<file path="src/rtl/hazard_control.sv">
// hazard_control: pipeline hazard unit for the five-stage core.
// Detects load-use hazards, flushes IF/ID on taken jumps/branches and,
// when MUL_MULTICYCLE_EN is defined, holds the pipeline while a
// multi-cycle MUL occupies EX. Without MUL_MULTICYCLE_EN the MUL is a
// plain single-cycle ALU op and EX_hold_o is tied low.
// Also keeps a saturating count of cycles in which the PC was frozen.
module hazard_control #(
    parameter int MUL_CYCLES = 4
) (
    input  logic        clk_i,
    input  logic        rst_n_i,
    input  logic [5:0]  ID_op_i,
    input  logic [4:0]  IFID_rs_i,
    input  logic [4:0]  IFID_rt_i,
    input  logic        branch_eq_i,
    input  logic [5:0]  IDEX_op_i,
    input  logic [1:0]  IDEX_MEM_ctrl_i,
    input  logic [4:0]  IDEX_rt_i,
    output logic        pc_write_o,
    output logic        IFID_write_o,
    output logic        IFID_flush_o,
    output logic        IDEX_bubble_o,
    output logic        EX_hold_o,
    output logic [15:0] stall_cnt_o
);

    localparam logic [5:0] OP_J   = 6'h02;
    localparam logic [5:0] OP_BEQ = 6'h04;

    // The hold counter is 4 bits wide, so only 2..15 cycles make sense.
    if ((MUL_CYCLES < 2) || (MUL_CYCLES > 15)) begin : g_bad_mul_cycles
        $error("hazard_control: MUL_CYCLES must be in 2..15");
    end

    logic load_use;
    logic take_branch;
    logic mul_hold;

    // A load (cs=1, we=0) whose destination feeds the next instruction;
    // $0 is hardwired, so it never creates a dependency.
    assign load_use = IDEX_MEM_ctrl_i[1] & ~IDEX_MEM_ctrl_i[0]
                    & (IDEX_rt_i != 5'd0)
                    & ((IDEX_rt_i == IFID_rs_i) | (IDEX_rt_i == IFID_rt_i));

    assign take_branch = (ID_op_i == OP_J) | ((ID_op_i == OP_BEQ) & branch_eq_i);

`ifdef MUL_MULTICYCLE_EN
    localparam logic [5:0] OP_MUL   = 6'h1C;
    localparam logic [3:0] MUL_LOAD = 4'(MUL_CYCLES - 2);

    typedef enum logic {RUN, MUL_WAIT} state_t;

    state_t     state;
    state_t     next_state;
    logic [3:0] cnt;
    logic [3:0] cnt_next;

    // State register and remaining-hold counter.
    always_ff @(posedge clk_i or negedge rst_n_i) begin
        if (!rst_n_i) begin
            state <= RUN;
            cnt   <= 4'd0;
        end else begin
            state <= next_state;
            cnt   <= cnt_next;
        end
    end

    // The detecting cycle plus MUL_CYCLES-2 wait cycles give MUL_CYCLES-1 hold cycles.
    always_comb begin
        next_state = state;
        cnt_next   = cnt;
        mul_hold   = 1'b0;
        case (state)
            RUN: begin
                if (IDEX_op_i == OP_MUL) begin
                    mul_hold   = 1'b1;
                    cnt_next   = MUL_LOAD;
                    next_state = MUL_WAIT;
                end
            end
            MUL_WAIT: begin
                if (cnt != 4'd0) begin
                    mul_hold = 1'b1;
                    cnt_next = cnt - 4'd1;
                end else begin
                    next_state = RUN;
                end
            end
            default: next_state = RUN;
        endcase
    end
`else
    logic unused_idex_op;

    assign mul_hold       = 1'b0;
    assign unused_idex_op = ^IDEX_op_i;
`endif

    // Priority: MUL hold, then load-use bubble, then jump/branch flush; reset overrides all.
    always_comb begin
        pc_write_o    = 1'b1;
        IFID_write_o  = 1'b1;
        IFID_flush_o  = 1'b0;
        IDEX_bubble_o = 1'b0;
        EX_hold_o     = 1'b0;
        if (mul_hold) begin
            EX_hold_o    = 1'b1;
            pc_write_o   = 1'b0;
            IFID_write_o = 1'b0;
        end else if (load_use) begin
            pc_write_o    = 1'b0;
            IFID_write_o  = 1'b0;
            IDEX_bubble_o = 1'b1;
        end else if (take_branch) begin
            IFID_flush_o = 1'b1;
        end
        if (!rst_n_i) begin
            pc_write_o    = 1'b0;
            IFID_write_o  = 1'b0;
            IFID_flush_o  = 1'b0;
            IDEX_bubble_o = 1'b1;
            EX_hold_o     = 1'b0;
        end
    end

    // Count frozen-PC cycles, sticking at all-ones.
    always_ff @(posedge clk_i or negedge rst_n_i) begin
        if (!rst_n_i) begin
            stall_cnt_o <= 16'd0;
        end else if (!pc_write_o && (stall_cnt_o != 16'hFFFF)) begin
            stall_cnt_o <= stall_cnt_o + 16'd1;
        end
    end

endmodule

</file>
<file path="config.mk">
export PLATFORM = sky130hd
export DESIGN_NAME = hazard_control
export DESIGN_NICKNAME = d
export VERILOG_FILES = /design/src/rtl/hazard_control.sv
export SDC_FILE = /design/constraint.sdc
export NUM_CORES = 1
export LEC_CHECK = 0
export ABC_AREA = 1
export BUFFER_PORTS_ARGS = -buffer_cell sky130_fd_sc_hd__buf_2
export CAP_MARGIN = 20
export CORE_AREA = 2 2 55 57
export CTS_CLUSTER_SIZE = 24
export DETAILED_ROUTE_END_ITERATION = 10
export DIE_AREA = 0 0 57 59
export HOLD_SLACK_MARGIN = 0.12
export PLACE_DENSITY = 0.76
export RECOVER_POWER = 100
export SETUP_SLACK_MARGIN = 0.5
export SLEW_MARGIN = 20
export SYNTH_ARGS = -nofsm -noshare
export SYNTH_HDL_FRONTEND = slang
export SYNTH_SLANG_ARGS = --single-unit
</file>
<file path="constraint.sdc">
create_clock -name clk_i -period 1.9 [get_ports clk_i]
set_clock_uncertainty 0.1 [all_clocks]
set_input_delay 0 -clock clk_i [delete_from_list [all_inputs] [get_ports clk_i]]
set_output_delay 0 -clock clk_i [all_outputs]
set_load 0.02 [all_outputs]
</file>
# Word level (Yosys, flattened, before mapping)
# Cells that the tools add are included.
# Widths: inputs -> output; s select.
classes:
  n_mul: 0
  n_div: 0
  n_lt_le_gt_ge: 0
  add_sub_neg: 1
  muxes: 7
  reduce_logical: 3
  shift: 0
  bitwise: 7
  n_eq_ne: 5
op_table:
  columns: ["operator", "n"]
  rows:
  - ["$add 16x1->16 const B", 1]
  - ["$ne 16x16->1 const B", 1]
  - ["$eq 5x5->1", 2]
  - ["$mux 1", 7]
  - ["$eq 6x2->1 const B", 1]
  - ["$eq 6x3->1 const B", 1]
  - ["$reduce_bool 5->1", 1]
  - ["$and 1x1->1", 4]
  - ["$or 1x1->1", 2]
  - ["$logic_and 1x1->1", 1]
  - ["$logic_not 1->1", 1]
  - ["$not 1->1", 1]
word_totals:
  register_bits: 16
  inputBits: 32
  latchBits: 0
  elab_cells: 24
  output_inout_bits: 21
  romBits: 0
  memories: 0
  ram_bits: 0

# Longest topological paths before layout
logic_depth:
  word_depth: 8
  ltp_mapped: 12
  depth_no_buf: 11

# Least setup slack after synthesis
# Ideal clock, no wire load.
synth_path:
  kind: "register -> register"
  startpoint: "register stall_cnt_o[0]"
  endpoint: "register stall_cnt_o[2]"
  setup_ns: 0.118
  path_slack_ns: 0.143
  required_time_ns: 1.682
  arrival_time_ns: 1.539
  stages_incl_launch_ff: 8
  period_less_slack_ns: 1.757
  path_buffers: 1
  cell_sequence: "dfrtp_1 > ha_1 > nand3_2 > nor2_4 > nand4_4 > buf_2 > nand3_1 > nand2_1"
synth_via:
  elab_chain_len: 2
  word_cells_on_any_way: 3
  cone_classes: "1 x add/sub; 1 x eq/ne; 1 x reduce/logical"
synth_lines:
  columns: ["item", "line", "rtl"]
  rows:
  - ["start: declaration", "24", "output logic [15:0] stall_cnt_o"]
  - ["start signal: assignment", "132", "stall_cnt_o <= stall_cnt_o + 16'd1;"]
  - ["parallel branches: the longest is 2 deep, another holds $add 16x1->16", null, null]
# Several ways; the timed one is not identified.
# A chain may end at the register's enable or synchronous reset.

# Worst setup path in the final report
layout_path:
  startpoint: "input rst_n_i"
  endpoint: "output IFID_write_o"
layout_via:
  elab_chain_len: 1
layout_lines:
  columns: ["item", "line", "rtl"]
  rows:
  - ["start: declaration", "11", "input logic rst_n_i,"]
  - ["$mux 1", "118", "if (!rst_n_i) begin"]
  - ["end: declaration", "20", "output logic IFID_write_o,"]
# No other way between the ends.

==> out/qor.yml <==
outcome:
  status: "finished clean"
global_route:
  grt_max_degree: 17
  grt_pass1_wl_mm: 5.313
  grt_usage_pct: 20.45
  grt_overflow: 0
  grt_pass1_vias: 1244
  antenna_found_initial: 0
pwr:
  netSwitchingFraction_pct: 38.91
  p_leak_uw: 0.0009673
  power_uw: 1049
  netSwitchingPower_uw: 408.2
  p_clk_share_pct: 17.4
  ir_worst_vdd_v: 0.0007846
  power.internal_uw: 640.9
  power_frac_comb_pct: 38.5
  power.density_nw_per_um2: 604.9
  seqPwrFrac_pct: 44.1
floorplan:
  die_x_um: 57
  die_y_um: 59
  start_util_pct: 46.26
  io_pins: 53
  coreArea_sq_um: 2710
  die-area_sq_um: 3363
  rows: 19
sta:
  maxSlewHeadroom_pct: 47.93
  setup_viol: 0
  hold_violations: 0
  period_needed_ps: 1649
  rsz0062_at_grt: "true"
  timing.fmax_mhz: 606.5
  setup_tns_ps: 0
  tightest_slew_ps: 779.2
  min_period_over_period_pct: 86.78
  slew_viol_final: 0
setup_path:
  crit_start: "rst_n_i"
  timing_worst_setup_path_type: "input pin to output port"
  cp_data_required_time_ps: 1800
  timing.rr.start: "stall_cnt_o[1]$_DFFE_PN0P_"
  crit_buf_inv: 4
  cpLargestDelayFamily: "buffers and inverters"
  slowest_stage: "dlygate4sd3_1"
  crit_fanout: 15
  end_kind: "output port"
  crit_top_cell: "clkbuf_1"
  path_cells: "dlygate4sd3_1, clkbuf_1, nand2_1, inv_1, clkbuf_1"
  arrival_ps: 1550
  slowest_delay_ps: 540
  start_kind: "input pin"
cells_and_area:
  final-seq-area_sq_um: 402.9
  syn2layout_area_growth_pct: 38.32
  fin_cells: 280
  largestRegisters: "stall_cnt_o (16)"
  multi_input_area_sq_um: 809.5
  regMostFlops: "stall_cnt_o"
  finish.net_count: 284
  n_fill_cell: 253
  largest_reg_flops: 16
  diodes: 0
  drive_above_1_share_pct: 28.51
yosys:
  syn_nets: 221
  synth_compound_area_share_pct: 1.497
  ys.flop_type: "dfrtp_1"
  ys_warn_count: 0
  synth_xor_area_share_pct: 9.780
  synth_area_sq_um: 1254
  yosysSeqAreaShare_pct: 31.94
  synth_top_family_by_area: "simple AND/OR/NAND/NOR gates"
  async_reset_ff_share_pct: 100.0
  ys_seq_elements: 16
  ys_types: 26
  syn_avg_cell_area_sq_um: 6.669
  synthMuxAreaShare_pct: 0
  synth-simple-area-share_pct: 45.61
  synth-adder-area-share_pct: 0.9980
  synth_edf_count: 0
  syn_inst: 188
clock_tree:
  h-tree-depth: 1
  cts_tree: "yes"
  cts_root_buf: "clkbuf_4"
  clockBufferDepth: 2
  clk_latency_ps: 290
  cts.sinks: 16
  numCtsBuffers: 3
min_path:
  min_path_type: "input pin to output port"
  min_from: "ID_op_i[5]"
routing:
  drt_iter0_markers: 43
  drtAntennaViolNets: 0
  dr.pass1.iters: 4
  vias: 1366
  routed_wl_mm: 3.168
  wire_per_inst_um: 11.31
  drc: 0
  routed_via_density: 4.879
placed_design:
  place_inst: 260
  dp_hpwl_mm: 2.160
  gp_congestion: 0.8273
  port_buffers: 45
flow_run:
  cap_violations: 0
## layout by cell type, fill, tap and decap left out, drive strengths merged, types with 2 or more instances in the layout
cell type	instances
nor3	4
dfrtp	16
nor2	21
inv	22
xor2	8
nand2	73
xnor2	6
clkbuf	18
dlygate4sd3	2
buf	46
nand4	3
nand3	23
## final cells by class
type	count	share of cell area [%]
clock buffer	3	1.299
multi-input combinational	145	46.68
timing repair buffer	63	21.79
sequential	16	23.23
tap	31	2.237
inverter	22	4.762
## cells in the mapped netlist (all sizes together) (3+ instances only)
| master | count | share of area [%] |
|---|---|---|
| dfrtp | 16 | 32 |
| nand3 | 23 | 9.6 |
| xor2 | 8 | 5.6 |
| nor2 | 21 | 6.9 |
| nor3 | 4 | 2.0 |
| nand4 | 3 | 2.7 |
| nand2 | 72 | 22 |
| buf | 6 | 3.3 |
| inv | 22 | 6.6 |
| xnor2 | 6 | 4.2 |
## routing by layer
layer | routed length [um] | global-route usage, % | vias to the layer above
li1 | - | - | 711
met4 | 42 | 6.977 | 0
met1 | 1475 | 26.03 | 610
met3 | 171 | 4.585 | 5
met2 | 1479 | 34.48 | 40
met5 | 0 | 0 | -
## power groups by stage
stage / combinational, uW / clock, uW / sequential (uW)
floorplan: 169 / 0 / 523
global placement: 324 / 0 / 476
detailed placement: 334 / 0 / 476
CTS: 411 / 188 / 459
global route: 446 / 203 / 469
finish: 404 / 182 / 462
## worst reg2reg max path, cell delays in order (launching register included)
cell and delay [ps]:
dfrtp_2 400, ha_4 150, nand3_4 80, nor2_2 250, nand4_4 200, buf_12 200
nand2_8 80, nand2_1 90, nand2_2 50
## path summary, 6_finish.rpt
path	endpoint	depth (start not counted)	slack [ps]
worst min-delay path	IFID_flush_o	5	290
max in group asynchronous	stall_cnt_o[0]$_DFFE_PN0P_	4	640
worst max register to register	stall_cnt_o[9]$_DFFE_PN0P_	8	250
worst max-delay path	IFID_write_o	5	250
min in group asynchronous	stall_cnt_o[10]$_DFFE_PN0P_	4	740
worst min register to register	stall_cnt_o[15]$_DFFE_PN0P_	2	420
## stage by stage
stage,hold slack (ps),setup slack [ps],utilization (%),cell area (sq um)
2_1_floorplan,-395.6,313.0,-,1282
3_3_place_gp,-118.0,199.5,55.86,1514
3_5_place_dp,-108.7,163.6,55.86,1514
4_1_cts,290.3,355.5,63.67,1725
5_1_grt,310.0,130.8,63.99,1734
6_report,285.9,251.2,63.99,1734
## what timing repair did
| action | CTS | global route |
|---|---|---|
| pin swaps | 4 | 4 |
| endpoints found under the setup margin | 16 | 20 |
| cloned | 2 | 0 |
| setup buffers | 10 | 3 |
| hold endpoints to repair | 16 | 0 |
| gates resized for setup | 10 | 12 |
| hold buffers | 2 | 0 |
## logic make-up after synthesis
family          count (synthesis)
compound gates                  3
xor+xnor                       14
fa+ha+maj                       1
buf+inv                        28
flops                          16
other cells                     1
simple gates                  125
Note: power is estimated with default switching activity, not from simulation.
